**src/rtl/maxnet_host_driver.sv**
```systemverilog
`default_nettype none
// ============================================================================
// Module      : maxnet_host_driver
// Description : Host-side sequencer for the Maxnet engine. Collects epsilon
//               and four activation words from a valid/ready stream, pulses
//               the engine start, waits for finish and hands the captured
//               winner/overflow back on a valid/ready result port.
//               Optional feature macro: MAXNET_TIMEOUT_EN (WAIT-state budget
//               of TIMEOUT_CYCLES cycles, reported through res_timeout).
// Revision    : 1.0 - initial release
// ============================================================================
module maxnet_host_driver #(
    parameter int WORD_W         = 32,
    parameter int TIMEOUT_CYCLES = 4096
) (
    input  logic              clk,
    input  logic              rst,
    // host word stream: epsilon, a1, a2, a3, a4
    input  logic              in_valid,
    output logic              in_ready,
    input  logic [WORD_W-1:0] in_data,
    // engine side
    output logic              mx_start,
    output logic [WORD_W-1:0] mx_epsilon,
    output logic [WORD_W-1:0] mx_a1,
    output logic [WORD_W-1:0] mx_a2,
    output logic [WORD_W-1:0] mx_a3,
    output logic [WORD_W-1:0] mx_a4,
    input  logic              mx_finish,
    input  logic              mx_overflow,
    input  logic [WORD_W-1:0] mx_out,
    // result port
    output logic              res_valid,
    input  logic              res_ready,
    output logic [WORD_W-1:0] res_data,
    output logic              res_overflow,
    output logic              res_timeout,
    output logic              busy
);

    localparam logic [1:0] S_LOAD  = 2'd0;
    localparam logic [1:0] S_START = 2'd1;
    localparam logic [1:0] S_WAIT  = 2'd2;
    localparam logic [1:0] S_RESP  = 2'd3;

    localparam logic [2:0] c_LAST_WORD = 3'd4;

    logic [1:0]        r_state;
    logic [1:0]        w_next_state;
    logic [2:0]        r_word_cnt;
    logic              w_accept;
    logic              w_expire;

    logic [WORD_W-1:0] r_epsilon;
    logic [WORD_W-1:0] r_a1;
    logic [WORD_W-1:0] r_a2;
    logic [WORD_W-1:0] r_a3;
    logic [WORD_W-1:0] r_a4;
    logic [WORD_W-1:0] r_res_data;
    logic              r_res_overflow;

    // All handshake/status outputs decode straight from the state register,
    // so an asynchronous reset drives them to idle values with no clock.
    assign in_ready   = (r_state == S_LOAD);
    assign mx_start   = (r_state == S_START);
    assign res_valid  = (r_state == S_RESP);
    assign busy       = (r_state == S_START) || (r_state == S_WAIT);
    assign w_accept   = (r_state == S_LOAD) && in_valid;

    assign mx_epsilon   = r_epsilon;
    assign mx_a1        = r_a1;
    assign mx_a2        = r_a2;
    assign mx_a3        = r_a3;
    assign mx_a4        = r_a4;
    assign res_data     = r_res_data;
    assign res_overflow = r_res_overflow;

`ifdef MAXNET_TIMEOUT_EN
    localparam int                  c_WAIT_W    = $clog2(TIMEOUT_CYCLES);
    localparam logic [c_WAIT_W-1:0] c_WAIT_LAST = c_WAIT_W'(TIMEOUT_CYCLES - 1);

    logic [c_WAIT_W-1:0] r_wait_cnt;
    logic                r_res_timeout;

    // The counter is zero on the first WAIT cycle; the last budgeted WAIT
    // cycle is therefore the one where it equals TIMEOUT_CYCLES-1.
    assign w_expire    = (r_state == S_WAIT) && (r_wait_cnt == c_WAIT_LAST);
    assign res_timeout = r_res_timeout;

    // WAIT-cycle counter, cleared while the start pulse is out.
    always_ff @(posedge clk or posedge rst) begin
        if (rst) begin
            r_wait_cnt <= '0;
        end else if (r_state == S_START) begin
            r_wait_cnt <= '0;
        end else if (r_state == S_WAIT) begin
            r_wait_cnt <= r_wait_cnt + 1'b1;
        end
    end

    // Timeout flag: a finish arriving in the expiry cycle takes priority.
    always_ff @(posedge clk or posedge rst) begin
        if (rst) begin
            r_res_timeout <= 1'b0;
        end else if (r_state == S_WAIT) begin
            if (mx_finish) begin
                r_res_timeout <= 1'b0;
            end else if (w_expire) begin
                r_res_timeout <= 1'b1;
            end
        end
    end
`else
    logic w_unused_timeout_cfg;

    // Without the timeout feature WAIT holds until the engine finishes.
    assign w_expire             = 1'b0;
    assign res_timeout          = 1'b0;
    assign w_unused_timeout_cfg = (TIMEOUT_CYCLES < 2);
`endif

    // State register.
    always_ff @(posedge clk or posedge rst) begin
        if (rst) begin
            r_state <= S_LOAD;
        end else begin
            r_state <= w_next_state;
        end
    end

    // Next-state decode.
    always_comb begin
        w_next_state = r_state;
        case (r_state)
            S_LOAD: begin
                if (w_accept && (r_word_cnt == c_LAST_WORD)) begin
                    w_next_state = S_START;
                end
            end
            S_START: begin
                w_next_state = S_WAIT;
            end
            S_WAIT: begin
                if (mx_finish || w_expire) begin
                    w_next_state = S_RESP;
                end
            end
            S_RESP: begin
                if (res_ready) begin
                    w_next_state = S_LOAD;
                end
            end
            default: begin
                w_next_state = S_LOAD;
            end
        endcase
    end

    // Word index within the current job; wraps to zero on the fifth word.
    always_ff @(posedge clk or posedge rst) begin
        if (rst) begin
            r_word_cnt <= 3'd0;
        end else if (w_accept) begin
            if (r_word_cnt == c_LAST_WORD) begin
                r_word_cnt <= 3'd0;
            end else begin
                r_word_cnt <= r_word_cnt + 3'd1;
            end
        end
    end

    // Operand registers, written only by accepted LOAD words.
    always_ff @(posedge clk or posedge rst) begin
        if (rst) begin
            r_epsilon <= '0;
            r_a1      <= '0;
            r_a2      <= '0;
            r_a3      <= '0;
            r_a4      <= '0;
        end else if (w_accept) begin
            case (r_word_cnt)
                3'd0:    r_epsilon <= in_data;
                3'd1:    r_a1      <= in_data;
                3'd2:    r_a2      <= in_data;
                3'd3:    r_a3      <= in_data;
                3'd4:    r_a4      <= in_data;
                default: r_a4      <= r_a4;
            endcase
        end
    end

    // Result capture; a timeout (no finish) reports zero data and overflow.
    always_ff @(posedge clk or posedge rst) begin
        if (rst) begin
            r_res_data     <= '0;
            r_res_overflow <= 1'b0;
        end else if (r_state == S_WAIT) begin
            if (mx_finish) begin
                r_res_data     <= mx_out;
                r_res_overflow <= mx_overflow;
            end else if (w_expire) begin
                r_res_data     <= '0;
                r_res_overflow <= 1'b0;
            end
        end
    end

endmodule
`default_nettype wire

```
**config.mk**
```make
export PLATFORM = sky130hd
export DESIGN_NAME = maxnet_host_driver
export DESIGN_NICKNAME = d
export VERILOG_FILES = /design/src/rtl/maxnet_host_driver.sv
export SDC_FILE = /design/constraint.sdc
export NUM_CORES = 1
export LEC_CHECK = 0
export CELL_PAD_IN_SITES_DETAIL_PLACEMENT = 0
export CELL_PAD_IN_SITES_GLOBAL_PLACEMENT = 1
export CORE_AREA = 2 2 154 156
export CTS_BUF_LIST = sky130_fd_sc_hd__clkbuf_2 sky130_fd_sc_hd__clkbuf_4 sky130_fd_sc_hd__clkbuf_8
export DETAILED_ROUTE_END_ITERATION = 7
export DIE_AREA = 0 0 156 158
export GPL_ROUTABILITY_DRIVEN = 0
export PLACE_DENSITY_LB_ADDON = 0.12
export SLEW_MARGIN = 20
export SYNTH_ARGS = -nofsm -noshare
export SYNTH_HDL_FRONTEND = slang
export SYNTH_SLANG_ARGS = --single-unit
```
**constraint.sdc**
```tcl
create_clock -name clk -period 6.05 [get_ports clk]
set_input_delay 0.605 -clock clk [delete_from_list [all_inputs] [get_ports clk]]
set_output_delay 0.605 -clock clk [all_outputs]
set_load 0.005 [all_outputs]
```
Yosys cells after proc, flatten, opt, wreduce, memory -nomap -nowiden
Index checks and enable logic that the tools add are counted.
{"block": "word_totals", "reg_bits": 198, "wordCells": 37, "out_inout_bits": 198}
{"block": "op_classes", "reduce_logical": 12, "eq_ne": 10, "add_sub_neg": 1, "muxes": 5}
{"cell": "AND reduction 2 bit", "count": 6}
{"cell": "one-hot mux 2 bit (4 select lines)", "count": 1}
{"cell": "== test 3 x 2 -> 1 bit (second input constant)", "count": 2}
{"cell": "2-to-1 mux 2 bit", "count": 3}
{"cell": "== test 2 bit (second input constant)", "count": 2}
{"cell": "inequality test 2 x 1 -> 1 bit (second input constant)", "count": 2}
{"cell": "adder 3 x 1 -> 3 bit (second input constant)", "count": 1}
{"cell": "== test 3 x 1 -> 1 bit (second input constant)", "count": 1}
{"cell": "== test 3 bit (second input constant)", "count": 1}
{"cell": "zero test 3 bit", "count": 1}
{"cell": "2-to-1 mux 3 bit", "count": 1}
{"cell": "AND reduction 3 bit", "count": 1}
{"cell": "== test 2 x 1 -> 1 bit (second input constant)", "count": 1}
{"cell": "logical AND 1 bit", "count": 2}
{"cell": "zero test 2 bit", "count": 1}
{"cell": "inequality test 2 bit (second input constant)", "count": 1}
{"cell": "logical OR 1 bit", "count": 1}

Depth between registers and ports, before layout
Gate-level depths: netlist (run 1).
{"block": "logic_depth", "ltp_word": 5, "mapped_depth": 6, "mapped_depth_nobuf": 5}

Worst setup path before layout (run 1)
No wires, ideal clock.
{"block": "synth_path", "path_type": "reg2reg", "from": "register r_state[0]", "to": "register r_epsilon[0] (netlist: mx_epsilon[0])", "required_time_ps": 5925, "setup_slack_ps": 4331, "stages_incl_launch_ff": 7, "setup_ps": 125, "arrival_time_ps": 1594, "cell_sequence": "dfrtp_1 -> inv_1 -> ha_1 -> and3b_4 -> nand2_4 -> buf_12 -> mux2_4"}
{"block": "synth_between", "elab_chain_len": 3}
{"item": "start: declaration", "line_no": "48", "text": "logic [1:0] r_state;"}
{"item": "start signal: assignment", "line_no": "127", "text": "r_state <= w_next_state;"}
{"item": "zero test 2 bit"}
{"item": "net in_ready", "line_no": "20", "text": "output logic in_ready,"}
{"item": "logical AND 1 bit", "line_no": "68", "text": "assign w_accept = (r_state == S_LOAD) && in_valid;"}
{"item": "AND reduction 2 bit (no line)"}
{"item": "end signal: assignment", "line_no": "182", "text": "3'd0: r_epsilon <= in_data;"}
{"item": "end: declaration", "line_no": "54", "text": "logic [WORD_W-1:0] r_epsilon;"}
The timed path passes the listed nets, and every way through them passes these cells.
A chain may end at the register's enable or synchronous reset.

Worst setup path in the final report (run 1)
{"block": "layout_path", "from": "register r_state[0]", "to": "register r_state[1]"}
{"block": "layout_between", "elab_chain_len": 5, "elab_cells_between_ends": 11}
{"item": "zero test 2 bit", "line_no": "68, 134"}
{"item": "logical AND 1 bit", "line_no": "68"}
{"item": "logical AND 1 bit", "line_no": "136", "text": "if (w_accept && (r_word_cnt == c_LAST_WORD)) begin"}
{"item": "inequality test 2 x 1 -> 1 bit (no line)"}
{"item": "AND reduction 3 bit (no line)"}
Parallel ways exist; a longest one is shown, timed or not.

==> impl_metrics.toml, run 1 <==
[timing]
holdWs_ns = 0.512
finalSetupViolations = 0
finClkSkew_ns = 0.0167
maxSlewViolCount = 0
worst_pin_slew_ns = 1.02
final.setup.tns_ns = 0
timing.fmax_ghz = 0.384
fin_crit_sh = 0.431
hold_violations = 0
min_period_ns = 2.61
relSlewSlack = 0.318
rsz0062_at_grt = "no"

[yosys]
syn_inst = 447
yosys.cell_types.count = 20
synthFlopType = "dfrtp_1"
ys_seq_area_frac = 0.624
synthesis.area_mm2 = 0.00794
syn_area_per_cell_um2 = 17.8
async_flop_share = 1.00
yosysWarnings = 0
synth_edf_count = 0
ys_ff_latch = 198
synth_fp_nets = 526

[global_route]
grt_usage = 0.159
grt_pass1_vias = 5052
grt_remaining_overflow = 0
grt_antenna_before_repair = 0
grt_start_max_net_pins = 152
grt_first_pass_wirelength_mm = 29.9

[worst_hold_path]
hp-class = "reg -> reg"

[clock_network]
h-tree-depth = 4
cts_made_buffers = 17
cts_tree = "built"
cts-root-buf = "clkbuf_8"
clockBufferDepth = 2
clock-sinks = 198
postCtsSetupRepairBufs = 0
cts_resized = 0
clock_latency_ns = 0.46
postCtsHoldBufs = 0
path_clk_slew_ns = 0.10

[outcome]
status = "finished clean"

[floorplanning]
start_util = 0.344
num_rows = 56
die_y_um = 158
die-area_mm2 = 0.0246
die_w_um = 156
core_area_mm2 = 0.0231
io-pin-count = 268

[finish]
final_nets = 795
stdcell_area_mm2 = 0.0112
drive_gt1_frac = 0.325
diodes = 0
fill_cells = 2005
syn_to_final_growth_pct = 41.3

[setup_path]
cp-end-kind = "flop"
crit_required_ns = 6.39
crit_slowest_cell = "nand4_2"
cp.arrival_ns = 2.95
start_kind = "flop"
worst-path-max-fanout = 20
critPathKind = "reg -> reg"
cp_slowest_stage_delay_ns = 0.49
crit_chain = "inv_1, ha_1, nand4_2, buf_4, a221oi_2, mux2_2"

[power_and_ir_drop]
total_power_w = 0.00588
total_leakage_power_nw = 5.20
power_density_mw_per_mm2 = 524
vdd_drop_max_mv = 0.212

[placed_design]
dp_hpwl_mm = 13.2
placed_cell_area_mm2 = 0.0108
io_buffers = 266

[routing]
routed_wl_mm = 19.4
wl_per_cell_um = 19.0
drt_iter0_drc = 121
vias = 4747
drtAntennaViolNets = 0
firstDrtPassIters = 4
vias_per_cell = 4.66
drt_drc_violations_left = 0

[job]
cap_violations = 0
==> cell families (layout without fill, tap and decap cells) <==
kind of cell | Yosys count | count (layout) | synth area share
adders and majority gates | 9 | 9 | 0.0142
muxes | 194 | 194 | 0.318
and+or+nand+nor | 12 | 12 | 0.0112
buffers and inverters | 27 | 309 | 0.0265
other | 1 | 1 | 0.000472
AOI/OAI and AO/OA | 6 | 6 | 0.00599
DFF | 198 | 198 | 0.624
==> path summary, 6_finish.rpt <==
path | from | endpoint | slack, ns | cells after the start
max in group asynchronous | rst | mx_a4[1] | 4.21 | 3
worst min-delay path | mx_a4[10] | mx_a4[10] | 0.51 | 1
worst min register to register | mx_a4[10] | mx_a4[10] | 0.51 | 1
worst max register to register | r_state[0] | r_state[1] | 3.44 | 6
worst max-delay path | r_state[0] | r_state[1] | 3.44 | 6
min in group asynchronous | rst | mx_a2[5] | 0.67 | 2
==> worst max-delay path: cells and delay by family (launching register included) <==
family | cells | cell delay (ns)
compound gates | 1 | 0.30
buf+inv | 2 | 0.53
simple gates | 1 | 0.49
flops | 1 | 0.43
mux | 1 | 0.37
fa+ha+maj | 1 | 0.36
==> routing by layer <==
metal	vias up	wire length, um	global-route usage
li1	2100	-	-
met1	2473	8290	0.202
met3	20	1290	0.0512
met2	154	9490	0.259
met4	0	283	0.0546
met5	-	0	0
==> cell usage in the layout (no fill, tap or decap) <==
| cell type | netlist | layout |
|---|---|---|
| a21o_1 | 1 | 1 |
| a221oi_2 | 1 | 1 |
| and3b_4 | 1 | 1 |
| buf_4 | 1 | 3 |
| clkbuf_8 | 0 | 21 |
| clkdlybuf4s50_1 | 0 | 266 |
| clkinv_4 | 0 | 2 |
| clkinv_8 | 0 | 1 |
| clkinvlp_4 | 0 | 1 |
| conb_1 | 1 | 1 |
| dfrtp_1 | 198 | 198 |
| ha_1 | 9 | 9 |
| inv_1 | 8 | 7 |
| inv_6 | 0 | 5 |
| inv_8 | 0 | 3 |
| mux2_2 | 104 | 104 |
| mux2_4 | 90 | 90 |
| nand2_1 | 5 | 5 |
| nand2_4 | 3 | 3 |
| nand3_2 | 0 | 1 |
| nand4_2 | 1 | 1 |
| nor2b_1 | 1 | 1 |
| o21ai_0 | 3 | 3 |
| o32a_1 | 1 | 1 |
==> power by group <==
group,switching (W),total [W],leakage (nW),internal [W]
combinational,0.000779,0.00268,2.56,0.00190
sequential,0.000379,0.00236,2.43,0.00198
clock,0.000495,0.000842,0.200,0.000346
==> layout make-up <==
class / count / area, um2 / area share
clock inverters: 11 / 103 / 0.00915
flip-flops and latches: 198 / 4950 / 0.442
multi-input cells: 222 / 2780 / 0.248
inverters: 8 / 42.5 / 0.00379
clock buffers: 21 / 289 / 0.0258
well taps: 290 / 363 / 0.0323
repair buffers: 269 / 2690 / 0.239
==> flip-flops by register name, summed over array words and instances, names as in the netlist <==
| register | count |
|---|---|
| mx_a1 | 32 |
| mx_a2 | 32 |
| mx_a3 | 32 |
| mx_a4 | 32 |
| mx_epsilon | 32 |
| res_data | 32 |
| r_word_cnt | 3 |
| r_state | 2 |
| res_overflow | 1 |
==> metrics by stage <==
| step | worst slack [ns] | cells | util |
|---|---|---|---|
| 2_1_floorplan | 0.0477 | 447 | - |
| 3_3_place_gp | 3.22 | 987 | 0.469 |
| 3_5_place_dp | 3.10 | 987 | 0.469 |
| 4_1_cts | 3.38 | 1019 | 0.486 |
| 5_1_grt | 3.26 | 1019 | 0.487 |
| 6_report | 3.44 | 1019 | 0.487 |
==> Yosys cell counts, drive strengths merged (3+ instances only) <==
cell / count / share of area
nand2: 8 / 0.0066
inv: 8 / 0.0038
buf: 19 / 0.023
dfrtp: 198 / 0.62
o21ai: 3 / 0.0019
ha: 9 / 0.014
mux2: 194 / 0.32
Note: power is estimated with default switching activity, not from simulation.
==> inputs of run 2 (changes only) <==
--- a/config.mk
+++ b/config.mk
@@ -7,10 +7,10 @@
 export LEC_CHECK = 0
 export CELL_PAD_IN_SITES_DETAIL_PLACEMENT = 0
 export CELL_PAD_IN_SITES_GLOBAL_PLACEMENT = 1
-export CORE_AREA = 2 2 154 156
+export CORE_AREA = 2 2 148 150
 export CTS_BUF_LIST = sky130_fd_sc_hd__clkbuf_2 sky130_fd_sc_hd__clkbuf_4 sky130_fd_sc_hd__clkbuf_8
 export DETAILED_ROUTE_END_ITERATION = 7
-export DIE_AREA = 0 0 156 158
+export DIE_AREA = 0 0 150 152
 export GPL_ROUTABILITY_DRIVEN = 0
 export PLACE_DENSITY_LB_ADDON = 0.12
 export SLEW_MARGIN = 20
==> constraint.sdc (replaced) <==
create_clock -name clk -period 2.6 [get_ports clk]
set_input_delay 0.26 -clock clk [delete_from_list [all_inputs] [get_ports clk]]
set_output_delay 0.26 -clock clk [all_outputs]
set_load 0.005 [all_outputs]
==> run 2 against run 1 <==
Critical path depth is 1 lower. First-iteration DRC count is 3.3% lower. Largest cell class unchanged. Non-clock buffer count is 6 higher. Clock power is 120% higher. Die area is 7.5% lower. Wire length is 1.9% lower. Combinational power is 130% higher. Clock skew is 0.0023 ns lower. Sequential share of layout area is 0.14 points lower.
==> impl_metrics.toml, run 2 (synthesis gave the netlist of run 1 again) <==
[routing]
drtAntennaViolNets = 0
drt_iter0_drc = 117
firstDrtPassIters = 4
wl_per_cell_um = 18.7
routed_wl_mm = 19.0
vias_per_cell = 4.62
vias = 4691
drt_drc_violations_left = 0

[setup_path]
worst-path-max-fanout = 32
critPathKind = "reg -> reg"
cp.arrival_ns = 2.53
cp-end-kind = "flop"
crit_required_ns = 2.94
start_kind = "flop"
r2r_setup_slack_ns = 0.41

[floorplanning]
num_rows = 54
io-pin-count = 268
core_area_mm2 = 0.0214
die-area_mm2 = 0.0228
start_util = 0.372
die_w_um = 150
die_y_um = 152

[clock_network]
cts_tree = "built"
h-tree-depth = 4
path_clk_slew_ns = 0.11
cts_resized = 0
cts-root-buf = "clkbuf_8"
postCtsHoldBufs = 1
clock-sinks = 198
postCtsSetupRepairBufs = 0
cts_made_buffers = 17
clock_latency_ns = 0.45
clockBufferDepth = 2

[timing]
finClkSkew_ns = 0.0144
relSlewSlack = 0.515
holdWs_ns = 0.403
rsz0062_at_grt = "no"
maxSlewViolCount = 0
hold_violations = 0
fin_crit_sh = 0.843
worst_pin_slew_ns = 0.727
min_period_ns = 2.19
finalSetupViolations = 0
timing.fmax_ghz = 0.456

[finish]
final_cell_mix = "clkdlybuf4s50_1 (266), dfrtp_1 (198), mux2_2 (104)"
utilization = 0.527
drive_gt1_frac = 0.329
final_common_cell = "clkdlybuf4s50_1"
syn_to_final_growth_pct = 41.7
final_nets = 801
diodes = 0

[global_route]
grt_first_pass_wirelength_mm = 29.9
top_usage_layer = "met2"
use_met1 = 0.212
grt_antenna_before_repair = 0
grt_remaining_overflow = 0
grt_pass1_vias = 5109
grt_start_max_net_pins = 104
gr-usage-met2 = 0.284
grt_usage = 0.170
grt_use_met3 = 0.0556

[placed_design]
io_buffers = 266
dp_hpwl_mm = 13.2

[power_and_ir_drop]
total_leakage_power_nw = 5.21
power_density_mw_per_mm2 = 1210
vdd_drop_max_mv = 0.514

[job]
cap_violations = 0

[worst_hold_path]
hp-class = "in -> reg"

[outcome]
status = "finished clean"
run 2: worst paths after layout:
kind                            start        endpoint  depth (start not counted)
setup / recovery           r_state[0]  mx_epsilon[19]                          5
hold / removal             mx_out[28]    res_data[28]                          2
setup reg to reg           r_state[0]  mx_epsilon[19]                          5
hold reg to reg              mx_a3[9]        mx_a3[9]                          1
max in group asynchronous         rst        mx_a4[3]                          4
min in group asynchronous         rst       mx_a3[25]                          3
run 2: cell type report:
cell class	count	area, um2
Fill cell	1827	10100
Clock buffer	19	262
Timing Repair Buffer	275	2760
Multi-Input combinational cell	222	2780
Sequential cell	198	4950
Clock inverter	13	115
Tap cell	280	350
Inverter	8	33.8
run 2: metrics by stage:
| step | setup slack (ns) | setup TNS, ns | power [W] | std cells | instance area [um2] |
|---|---|---|---|---|---|
| global route | 0.251 | 0 | 0.0145 | 1015 | 11300 |
| finish | 0.407 | 0 | 0.0136 | 1015 | 11300 |
| global placement | 0.491 | 0 | 0.0117 | 982 | 10900 |
| floorplan | -0.220 | -43.63 | 0.00803 | 447 | 7940 |
| detailed placement | 0.400 | 0 | 0.0119 | 982 | 10900 |
| CTS | 0.362 | 0 | 0.0138 | 1015 | 11300 |
run 2: critical path, stage by stage (launching register included):
cell,delay [ns]
dfrtp_1,0.43
inv_1,0.10
ha_1,0.35
and3b_4,0.32
nand2_4,0.40
mux2_4,0.46
run 2: per-layer routing:
layer | share of wire | vias to the layer above
met1 | 0.42 | 2412
met2 | 0.50 | 153
met5 | 0 | -
met3 | 0.069 | 16
li1 | - | 2110
met4 | 0.013 | 0
run 2: where the power goes:
part	internal, W	total [W]	leakage [nW]	switching [W]
logic	0.00444	0.00625	2.59	0.00181
clock network	0.000745	0.00189	0.186	0.00115
registers	0.00461	0.00547	2.43	0.000862
==> RTL change: new RTL, flow settings as in run 2 <==
Change the parameter `WORD_W` from 32 to 16.
--- a/src/rtl/maxnet_host_driver.sv
+++ b/src/rtl/maxnet_host_driver.sv
@@ -12,3 +12,3 @@
 module maxnet_host_driver #(
-    parameter int WORD_W         = 32,
+    parameter int WORD_W         = 16,
     parameter int TIMEOUT_CYCLES = 4096
Interface: changed (8 resized); port bits go from 268 to 140. No check against the original RTL was run, so the function may have changed too.
==> RTL change against run 2 <==
  * Worst setup slack improved by 190 ps
  * Area after synthesis decreased by 48%
  * Sequential share of layout area is 1.7 points lower
  * Final area down 46%
  * Sequential cell count down 96
  * Wire length down 43%
  * Total power decreased by 48%
  * Combinational power is 49% lower
  * First-iteration DRC count fell by 76%
  * Largest power group unchanged
==> RTL change: results (changes against run 2) <==
Route
  – Routed WL: 10800 µm (was 19000 µm)
  – Vias per std cell: 3.75 (was 4.62)
  – DR iter-0 viols: 28 (was 117)

Critical path
  – Crit path DAT: 1740 ps (was 2530 ps)
  – R2R setup slack: 800 ps (was 410 ps)
  – Max stage delay on crit path: 510 ps (was 460 ps)
  – Worst setup path endpoint: in_ready (was mx_epsilon[19])
  – Slowest-stage cell, CP: clkdlybuf4s50_1 (was mux2_4)
  – Worst r2r dst: res_data[6] (was mx_epsilon[19])

STA
  – Hold Slack: 382 ps (was 403 ps)
  – Final worst setup slack: 596 ps (was 407 ps)
  – Final Skew: 9.27 ps (was 14.4 ps)

Final layout
  – Share of layout cells above drive strength 1: 31.8% (was 32.9%)
  – Total Nets Final: 438 (was 801)
  – Fillers: 2202 (was 1827)
  – Layout Cells excl Fill: 676 (was 1015)

Synth
  – Synth area leaders: dfrtp_1 62%, mux2_2 19%, mux2_4 11% (was dfrtp_1 62%, mux2_4 17%, mux2_2 15%)
  – Syn avg cell area: 16.9 µm² (was 17.8 µm²)
  – Most frequent cells after synthesis: 102 x dfrtp_1, 68 x mux2_2, 30 x mux2_4 (was 198 x dfrtp_1, 104 x mux2_2, 90 x mux2_4)
  – Complex-gate fraction of the synthesized area: 1.16% (was 0.599%)
  – Multiplexer share of the synthesized area: 29.6% (was 31.8%)
  – Synth Area in Adders: 2.74% (was 1.42%)

Global route
  – Pin count of the biggest net entering global routing: 103 (was 104)
  – Number of global-route vias before repair: 2764 (was 5109)
  – Overall global routing resource usage: 9.86% (was 17.0%)
  – First-pass GRT wire length: 16900 µm (was 29900 µm)

Clock network
  – CTS Buf Count: 9 (was 17)
  – H-tree depth: 3 (was 4)
  – Clock latency on the worst-skew pair: 390 ps (was 450 ps)

Place
  – Post-Place Worst Slack: 624 ps (was 400 ps)
  – DP Area: 0.00584 mm² (was 0.0109 mm²)
  – Post-Place Cells: 660 (was 982)

Run status
  – Status: completed (unchanged)

Power and ir drop
  – Worst vdd ir: 0.371 mV (was 0.514 mV)
  – P_leak: 2.69 nW (was 5.21 nW)
==> RTL change: where the power goes <==
group	leakage, nW	total [mW]	internal (mW)	switching, mW
Combinational	1.34	3.21	2.25	0.961
Sequential	1.25	2.83	2.37	0.452
Clock	0.0928	0.993	0.377	0.616
Total	2.69	7.03	5.00	2.03
==> RTL change: cell type report <==
class / instances / area, µm² / area share [%]
sequential: 102 / 2550 / 42.4
clock buffer: 10 / 131 / 2.18
timing repair buffer: 144 / 1440 / 23.9
multi-input combinational: 126 / 1470 / 24.3
tap: 280 / 350 / 5.81
clock inverter: 6 / 53.8 / 0.893
inverter: 8 / 33.8 / 0.561
==> RTL change: layer usage <==
metal / share of wire, % / vias to the layer above / global-route usage [%]
met5: 0 / - / 0
met4: 1.8 / 0 / 3.55
met3: 7.1 / 16 / 3.33
met2: 45 / 90 / 15.0
met1: 46 / 1281 / 13.0
li1: - / 1145 / -
